File: src/rtl/vga_mode_seq_if.sv
// Signal bundle between the VGA frame sequencer and the timing driver / rgb stages.
// With VGA_SEQ_PAUSE_EN defined, a pause input is added to the bundle.
interface vga_mode_seq_if;
  logic        vsync;
  logic        key_n;
  logic [1:0]  mode;
  logic        auto_mode;
  logic [10:0] box_x;
  logic [9:0]  box_y;
  logic        frame_tick;
`ifdef VGA_SEQ_PAUSE_EN
  logic        pause;
`endif

  modport master (
`ifdef VGA_SEQ_PAUSE_EN
    input  pause,
`endif
    input  vsync,
    input  key_n,
    output mode,
    output auto_mode,
    output box_x,
    output box_y,
    output frame_tick
  );

  modport slave (
`ifdef VGA_SEQ_PAUSE_EN
    output pause,
`endif
    output vsync,
    output key_n,
    input  mode,
    input  auto_mode,
    input  box_x,
    input  box_y,
    input  frame_tick
  );
endinterface

File: src/rtl/vga_mode_seq.sv
// Frame-level mode/box sequencer for the 800x600@60 path; updates only at vsync start.
// Optional VGA_SEQ_PAUSE_EN freezes box motion and the auto frame counter while pause=1.
module vga_mode_seq #(
  parameter int H_ACT       = 800,
  parameter int V_ACT       = 600,
  parameter int BOX_W       = 64,
  parameter int BOX_H       = 48,
  parameter int STEP        = 2,
  parameter int AUTO_FRAMES = 180,
  parameter int DEB_CYCLES  = 800000,
  parameter int LONG_CYCLES = 40000000,
  parameter int VS_POL      = 1
) (
  input logic           clk,
  input logic           rst_n,
  vga_mode_seq_if.master bus
);
  localparam int DEB_W  = $clog2(DEB_CYCLES + 1);
  localparam int HOLD_W = $clog2(LONG_CYCLES + 1);
  localparam logic [DEB_W-1:0]  DEB_LAST  = DEB_W'(DEB_CYCLES - 1);
  localparam logic [HOLD_W-1:0] LONG_LAST = HOLD_W'(LONG_CYCLES - 1);
  localparam logic [HOLD_W-1:0] LONG_MAX  = HOLD_W'(LONG_CYCLES);
  localparam logic [15:0]       AF_LAST   = 16'(AUTO_FRAMES - 1);
  localparam logic [11:0]       XMAX      = 12'(H_ACT - BOX_W);
  localparam logic [11:0]       XSTEP     = 12'(STEP);
  localparam logic [10:0]       YMAX      = 11'(V_ACT - BOX_H);
  localparam logic [10:0]       YSTEP     = 11'(STEP);
  localparam logic              VS_ACT    = (VS_POL != 0);

  typedef enum logic {ST_MANUAL = 1'b0, ST_AUTO = 1'b1} state_t;

  // key path
  logic [1:0]        sync_reg;
  logic              deb_reg;
  logic [DEB_W-1:0]  deb_cnt_reg;
  logic [HOLD_W-1:0] hold_reg;
  logic              deb_flip, pressed, short_evt, long_evt;

  // frame path
  logic        vs_reg, tick_reg, tick_now, run, auto_adv;
  state_t      state_reg, state_next;
  logic [15:0] frame_cnt_reg, frame_cnt_next;
  logic        pend_reg, pend_next;
  logic [1:0]  mode_reg, mode_next;
  logic [10:0] x_reg, x_next, x_dif;
  logic [9:0]  y_reg, y_next, y_dif;
  logic [11:0] x_sum;
  logic [10:0] y_sum;
  logic        xdir_reg, xdir_next, ydir_reg, ydir_next;

  assign deb_flip  = (sync_reg[1] != deb_reg) && (deb_cnt_reg == DEB_LAST);
  assign pressed   = !deb_reg;
  assign long_evt  = pressed && (hold_reg == LONG_LAST);
  // A release in the same cycle the hold limit is hit counts as long only
  assign short_evt = deb_flip && pressed && (hold_reg < LONG_LAST);

  always_ff @(posedge clk or negedge rst_n) begin
    if (!rst_n) begin
      sync_reg    <= 2'b11;
      deb_reg     <= 1'b1;
      deb_cnt_reg <= '0;
      hold_reg    <= '0;
    end else begin
      sync_reg <= {sync_reg[0], bus.key_n};
      if (sync_reg[1] == deb_reg) begin
        deb_cnt_reg <= '0;
      end else if (deb_flip) begin
        deb_reg     <= sync_reg[1];
        deb_cnt_reg <= '0;
      end else begin
        deb_cnt_reg <= deb_cnt_reg + 1'b1;
      end
      if (!pressed) begin
        hold_reg <= '0;
      end else if (hold_reg != LONG_MAX) begin
        hold_reg <= hold_reg + 1'b1;
      end
    end
  end

  assign tick_now = (bus.vsync == VS_ACT) && (vs_reg != VS_ACT);
`ifdef VGA_SEQ_PAUSE_EN
  assign run = !bus.pause;
`else
  assign run = 1'b1;
`endif

  always_comb begin
    state_next     = state_reg;
    frame_cnt_next = frame_cnt_reg;
    pend_next      = pend_reg;
    mode_next      = mode_reg;
    x_next         = x_reg;
    y_next         = y_reg;
    xdir_next      = xdir_reg;
    ydir_next      = ydir_reg;
    auto_adv       = 1'b0;
    x_sum          = {1'b0, x_reg} + XSTEP;
    y_sum          = {1'b0, y_reg} + YSTEP;
    x_dif          = x_reg - XSTEP[10:0];
    y_dif          = y_reg - YSTEP[9:0];

    if (tick_now && run) begin
      if (state_reg == ST_AUTO) begin
        if (frame_cnt_reg == AF_LAST) begin
          frame_cnt_next = '0;
          auto_adv       = 1'b1;
        end else if (pend_reg || short_evt) begin
          frame_cnt_next = '0;
        end else begin
          frame_cnt_next = frame_cnt_reg + 16'd1;
        end
      end else begin
        frame_cnt_next = '0;
      end

      if (xdir_reg) begin
        if (x_sum >= XMAX) begin
          x_next    = XMAX[10:0];
          xdir_next = 1'b0;
        end else begin
          x_next = x_sum[10:0];
        end
      end else if ({1'b0, x_reg} <= XSTEP) begin
        x_next    = '0;
        xdir_next = 1'b1;
      end else begin
        x_next = x_dif;
      end

      if (ydir_reg) begin
        if (y_sum >= YMAX) begin
          y_next    = YMAX[9:0];
          ydir_next = 1'b0;
        end else begin
          y_next = y_sum[9:0];
        end
      end else if ({1'b0, y_reg} <= YSTEP) begin
        y_next    = '0;
        ydir_next = 1'b1;
      end else begin
        y_next = y_dif;
      end
    end

    // Any number of causes within one frame yields a single step
    if (tick_now && (pend_reg || short_evt || auto_adv)) begin
      mode_next = mode_reg + 2'd1;
    end
    if (tick_now) begin
      pend_next = 1'b0;
    end else if (short_evt) begin
      pend_next = 1'b1;
    end

    if (long_evt) begin
      state_next     = (state_reg == ST_AUTO) ? ST_MANUAL : ST_AUTO;
      frame_cnt_next = '0;
      pend_next      = 1'b0;
    end
  end

  always_ff @(posedge clk or negedge rst_n) begin
    if (!rst_n) begin
      vs_reg        <= !VS_ACT;
      tick_reg      <= 1'b0;
      state_reg     <= ST_AUTO;
      frame_cnt_reg <= '0;
      pend_reg      <= 1'b0;
      mode_reg      <= '0;
      x_reg         <= '0;
      y_reg         <= '0;
      xdir_reg      <= 1'b1;
      ydir_reg      <= 1'b1;
    end else begin
      vs_reg        <= bus.vsync;
      tick_reg      <= tick_now;
      state_reg     <= state_next;
      frame_cnt_reg <= frame_cnt_next;
      pend_reg      <= pend_next;
      mode_reg      <= mode_next;
      x_reg         <= x_next;
      y_reg         <= y_next;
      xdir_reg      <= xdir_next;
      ydir_reg      <= ydir_next;
    end
  end

  assign bus.mode       = mode_reg;
  assign bus.auto_mode  = (state_reg == ST_AUTO);
  assign bus.box_x      = x_reg;
  assign bus.box_y      = y_reg;
  assign bus.frame_tick = tick_reg;
endmodule

File: src/flat_wrapper.sv
// flat-port wrapper written by rule: the top's interface ports become plain ports
module vga_mode_seq_flat 
#(
  parameter int H_ACT       = 800,
  parameter int V_ACT       = 600,
  parameter int BOX_W       = 64,
  parameter int BOX_H       = 48,
  parameter int STEP        = 2,
  parameter int AUTO_FRAMES = 180,
  parameter int DEB_CYCLES  = 800000,
  parameter int LONG_CYCLES = 40000000,
  parameter int VS_POL      = 1
)
  (clk, rst_n, bus_vsync, bus_key_n, bus_mode, bus_auto_mode, bus_box_x, bus_box_y, bus_frame_tick);
  vga_mode_seq_if bus_i ();
  input logic clk;
  input logic rst_n;
  input wire logic [$bits(bus_i.vsync)-1:0] bus_vsync;
  input wire logic [$bits(bus_i.key_n)-1:0] bus_key_n;
  output wire logic [$bits(bus_i.mode)-1:0] bus_mode;
  output wire logic [$bits(bus_i.auto_mode)-1:0] bus_auto_mode;
  output wire logic [$bits(bus_i.box_x)-1:0] bus_box_x;
  output wire logic [$bits(bus_i.box_y)-1:0] bus_box_y;
  output wire logic [$bits(bus_i.frame_tick)-1:0] bus_frame_tick;
  assign bus_i.vsync = bus_vsync;
  assign bus_i.key_n = bus_key_n;
  assign bus_mode = bus_i.mode;
  assign bus_auto_mode = bus_i.auto_mode;
  assign bus_box_x = bus_i.box_x;
  assign bus_box_y = bus_i.box_y;
  assign bus_frame_tick = bus_i.frame_tick;
  vga_mode_seq #(.H_ACT(H_ACT), .V_ACT(V_ACT), .BOX_W(BOX_W), .BOX_H(BOX_H), .STEP(STEP), .AUTO_FRAMES(AUTO_FRAMES), .DEB_CYCLES(DEB_CYCLES), .LONG_CYCLES(LONG_CYCLES), .VS_POL(VS_POL)) u_core (.clk(clk), .rst_n(rst_n), .bus(bus_i));
endmodule
File: config.mk
export PLATFORM = sky130hd
export DESIGN_NAME = vga_mode_seq_flat
export DESIGN_NICKNAME = d
export VERILOG_FILES = /design/src/rtl/vga_mode_seq_if.sv /design/src/rtl/vga_mode_seq.sv /design/src/flat_wrapper.sv
export SDC_FILE = /design/constraint.sdc
export NUM_CORES = 1
export LEC_CHECK = 0
export ABC_AREA = 1
export ABC_CLOCK_PERIOD_IN_PS = 5700
export BUFFER_PORTS_ARGS = -buffer_cell sky130_fd_sc_hd__buf_2
export CAP_MARGIN = 20
export CORE_MARGIN = 4
export CORE_UTILIZATION = 55
export DETAILED_ROUTE_END_ITERATION = 12
export PLACE_DENSITY = 0.78
export SYNTH_ARGS = -nofsm -noshare
export SYNTH_HDL_FRONTEND = slang
export SYNTH_SLANG_ARGS = --single-unit
File: constraint.sdc
create_clock -name clk -period 5.7 [get_ports clk]
set_clock_uncertainty 0.15 [all_clocks]
set_input_delay 1.425 -clock clk [delete_from_list [all_inputs] [get_ports clk]]
set_output_delay 1.425 -clock clk [all_outputs]
set_load 0.005 [all_outputs]
* After elaboration in Yosys (flattened, before gate mapping)
Index checks and enable logic that the tools add are counted.
W data, S select, Z words.
** Word-level totals
- Memories kept :: 0
- Bits in latches :: 0
- Bits of input ports :: 4
- ROM bits :: 0
- Bits in writable memories :: 0
- Bits in registers :: 94
- Logic and storage cells :: 76
** Cells by class
- Divide/modulo/power cells :: 0
- Shifts and indexed selects :: 0
- Bitwise operators :: 2
- Add/sub/neg operators :: 8
- Reductions and logical operators :: 13
- Eq/ne operators :: 6
- Multiply operators :: 0
- Muxes and demuxes :: 28
- $lt $le $gt $ge :: 5
** Operator list (count)
- $mux W16 :: 5
- $mux W26 :: 2
- $mux W20 :: 2
- $mux W11 :: 3
- $mux W10 :: 3
- $add A26 B1 Y26 const B :: 1
- $eq A26 B26 Y1 const B :: 1
- $lt A26 B26 Y1 const B :: 1
- $ne A26 B26 Y1 const B :: 1
- $add A20 B1 Y20 const B :: 1
- $eq A20 B20 Y1 const B :: 1
- $add A16 B1 Y16 const B :: 1
- $eq A16 B8 Y1 const B :: 1
- $mux W1 :: 13
- $add A11 B2 Y12 const B :: 1
- $ge A12 B10 Y1 const B :: 1
- $add A10 B2 Y11 const B :: 1
- $ge A11 B10 Y1 const B :: 1
- $le A11 B2 Y1 const B :: 1
- $sub A11 B2 Y11 const B :: 1
- $le A10 B2 Y1 const B :: 1
- $sub A10 B2 Y10 const B :: 1
- $logic_and A1 B1 Y1 :: 6
- $reduce_bool A2 Y1 :: 2
- other kinds (8) :: 10

* Logic depth before layout (Yosys ltp)
- Word-level depth :: 10
- Mapped depth :: 14
- Gate-level depth less buffers :: 14

* Worst setup path after synthesis
OpenSTA, ideal clock, no wires.
- Path type :: input port to flip-flop
- From :: input bus_vsync
- To :: register u_core.y_reg[6] (netlist: u_core.bus.box_y[6])
- Slack :: 3022 ps
- Required time :: 5433 ps
- Arrival :: 2411 ps
- Library setup time :: 117 ps
- Cell stages on the path :: 7
- Buffers on the path :: 2
- Cells stage by stage :: inv_1 -> nor2_1 -> clkbuf_1 -> clkbuf_1 -> o21ai_0 -> nor2_1 -> nor2_1
** Between the ends
- Cells in the longest elaborated chain, start to end :: 1
** RTL lines
- from (decl) :: line flat_wrapper.sv:18 : input wire logic [$bits(bus_i.vsync)-1:0] bus_vsync;
- $logic_and A1 B1 Y1 :: line vga_mode_seq.sv:81 : assign tick_now = (bus.vsync == VS_ACT) && (vs_reg != VS_ACT);
- to (signal assigned) :: line vga_mode_seq.sv:183 : y_reg <= y_next;
- to (decl) :: line vga_mode_seq.sv:46 : logic [9:0] y_reg, y_next, y_dif;
No other way between the ends.
A chain may end at the register's enable or synchronous reset.

* Final worst setup path
- From :: input bus_vsync
- To :: register u_core.frame_cnt_reg[7]
** Between the ends
- Cells in the longest elaborated chain, start to end :: 2
** RTL lines
- $logic_and A1 B1 Y1 :: line vga_mode_seq.sv:81
- $reduce_bool A2 Y1 (no line)
- to (signal assigned) :: line vga_mode_seq.sv:179 : frame_cnt_reg <= frame_cnt_next;
- to (decl) :: line vga_mode_seq.sv:42 : logic [15:0] frame_cnt_reg, frame_cnt_next;
No other way between the ends.

==> results.md <==
- Ys flop type: dfrtp_1
- Async set-reset flop share out of synthesis: 1.00
- First-pass GRT wire length: around 23000 um
- Largest net degree at the start of global routing: 57
- Maximum VDD drop: 0.177 mV
- # rows: 37
- Rel. slew slack: 0.529
- Post-Syn Instances: 838
- Worst-path maximum fanout: 40
- Met2 Track Usage GR: 0.345
- Top-Level Pins: 29
- Global route total overflow: 0
- Clk_lat worst skew: 0.37 ns
- Yosys warns: 0
- GR peak layer: met2
- H-tree levels: 3
- CTS max path bufs: 2
- Cts repair resizes: 0
- Gpl congestion: 0.927
- Core Area: 10400 sq um
- Hold Worst Slack: 0.233 ns
- Initial Util: 0.566
- Synth cell types: between 40 and 50
- Crit path buf inv count: 5
- Synthesis-stage register bit count: 92
- Total wire length: 13000 um
- Layout cells sized above 1: 0.0974
- Share of the synthesized area in the top cell type: 0.366
- Final WS setup: between 2 and 3 ns
- Vias in the first global route: around 5000
- Status: completed
- Area leader, netlist: dfrtp_1
- Total Neg Setup Slack: 0 ns
- Initial antenna violation count: 0
- Cell Chain, Critical Path: buf_2 -> inv_1 -> nor2_2 -> buf_4 -> inv_1 -> nand2_4 -> clkinv_1 -> nand2_1 -> nand2_1
- Total CTS buffers: 9
- Wire per inst: around 13 um
- Largest stage delay, worst path: approximately 0.35 ns
- Via/cell ratio: 5.40
- Post-synth top cells: 195 x nand2_1, 118 x nor2_1, 110 x inv_1
- Top cell family by delay on the critical path: buffers and inverters
- Met3 Resource Use GR: 0.0342
- HPWL after detailed placement: 9180 um
- FMAX: 332 MHz
- Fillers: between 900 and 1000
- Largest register FFs: 26
- GRT met1 Usage: 0.309
- Max Slew Vio Count: 0
- Post-CTS Setup Bufs: 0
- Antenna fix cells: 0
- Vias post-DR: 5394
- DRC Markers: 0
- # clock sinks: 92
- Die area: 12400 sq um
- Req. time, crit path: 5.80 ns
- Top-count cell post-synth: nand2_1
- Mapped cell area: ~5900 sq um
- Register area share after synthesis: 0.393
- TritonCTS clock tree: done
- Number of synthesized flops with an enable pin: 0
- Critical path class: in -> reg
- Clk Tree Root Cell: clkbuf_8
- Max-cap violations: 0
- TritonRoute pass-1 iters: 5
- CP endpoint kind: flip-flop
- Cell Pwr Density: 308 nW/um^2
- Tightest Pin Transition: 0.707 ns
- HP Class: reg -> reg
- GRT Total Usage: 0.216
- Final worst path period share: 0.528
- Final setup fails: 0
- Final Power: 1.93 mW
- Setup WS pre-CTS: between 2 and 2.5 ns
- Critical path launch point type: input pin
- Layout area overhead: 6.77%
- Iteration-0 DRC Markers: 517
- Final Util: 0.605
- Critical Path AT: approximately 3.1 ns
- Synthesized area per cell: 7.01 sq um
- Die width: roughly 110 um
- Clock transition at the registers of the reported paths: 0.10 ns
- Slowest cell on crit path: buf_4
- Hold Buf Count CTS: 0
- NumNets Final: ~870
- IO Port Bufs: 26
- Fin. Hold Viols: 0
- RSZ-0062 raised after global routing: no
- Final min period: 3.01 ns
- Synth top area cells: dfrtp_1 37%, nand2_1 12%, nor2_1 7.5%
- Antenna viol nets, final: 0
- Leakage: between 3 and 4 nW
- Die Y: 111 um
==> final cells by class <==
type,instances,area [sq um],share of cell area
Sequential cell,92,2310,0.368
Tap cell,136,170,0.0271
Clock inverter,6,63.8,0.0102
Clock buffer,10,128,0.0203
Inverter,114,428,0.0682
Multi-Input combinational cell,612,3030,0.482
Timing Repair Buffer,28,148,0.0235
==> where the power goes <==
part           switching, mW  leakage (nW)  internal, mW
clock network          0.240        0.0927         0.203
registers              0.135          1.19         0.717
logic                  0.393          1.78         0.240
total                  0.768          3.06          1.16
==> path summary, 6_finish.rpt <==
check / start / end / slack (ns) / cells after the start
worst max-delay path: bus_vsync / u_core.frame_cnt_reg[7] / 2.69 / 9
worst min-delay path: u_core.sync_reg[0] / u_core.sync_reg[1] / 0.23 / 0
worst max register to register: u_core.deb_reg / u_core.frame_cnt_reg[8] / 3.09 / 6
worst min register to register: u_core.sync_reg[0] / u_core.sync_reg[1] / 0.23 / 0
max in group asynchronous: rst_n / u_core.deb_reg / 3.50 / 2
min in group asynchronous: rst_n / u_core.hold_reg[5] / 0.93 / 1
==> stage by stage <==
stage	std cells	cell area (sq um)
after global routing	998	6270
after global placement	982	6080
after CTS	998	6270
after detailed placement	982	6080
after floorplan	839	5880
final	998	6270
==> cell families after synthesis <==
| family | share of synthesized area |
|---|---|
| flops | 0.393 |
| xor+xnor | 0.0417 |
| fa+ha+maj | 0.0213 |
| simple gates | 0.350 |
| buf+inv | 0.0929 |
| compound gates | 0.0999 |
| other cells | 0.000638 |
==> per-layer routing <==
layer  vias up  wire length (um)
li1       2729                 -
met1      2509              6240
met2       144              5970
met3        12               619
met4         0               129
met5         -                 0
==> cells in the final DEF, fill, tap and decap left out, types with 6 or more instances in the layout <==
cell	Yosys	layout
nand2_2	8	8
dfstp_2	6	6
nor2_1	118	117
a21oi_1	43	43
inv_1	110	110
buf_2	7	25
nor2_2	12	13
nand2_1	195	195
nand3_1	63	63
nor3_1	25	25
ha_1	10	10
nand4_1	30	30
xor2_1	25	25
dfrtp_1	86	86
clkbuf_8	0	9
o21ai_0	36	36
No activity file was read; power rests on OpenSTA's default activity.
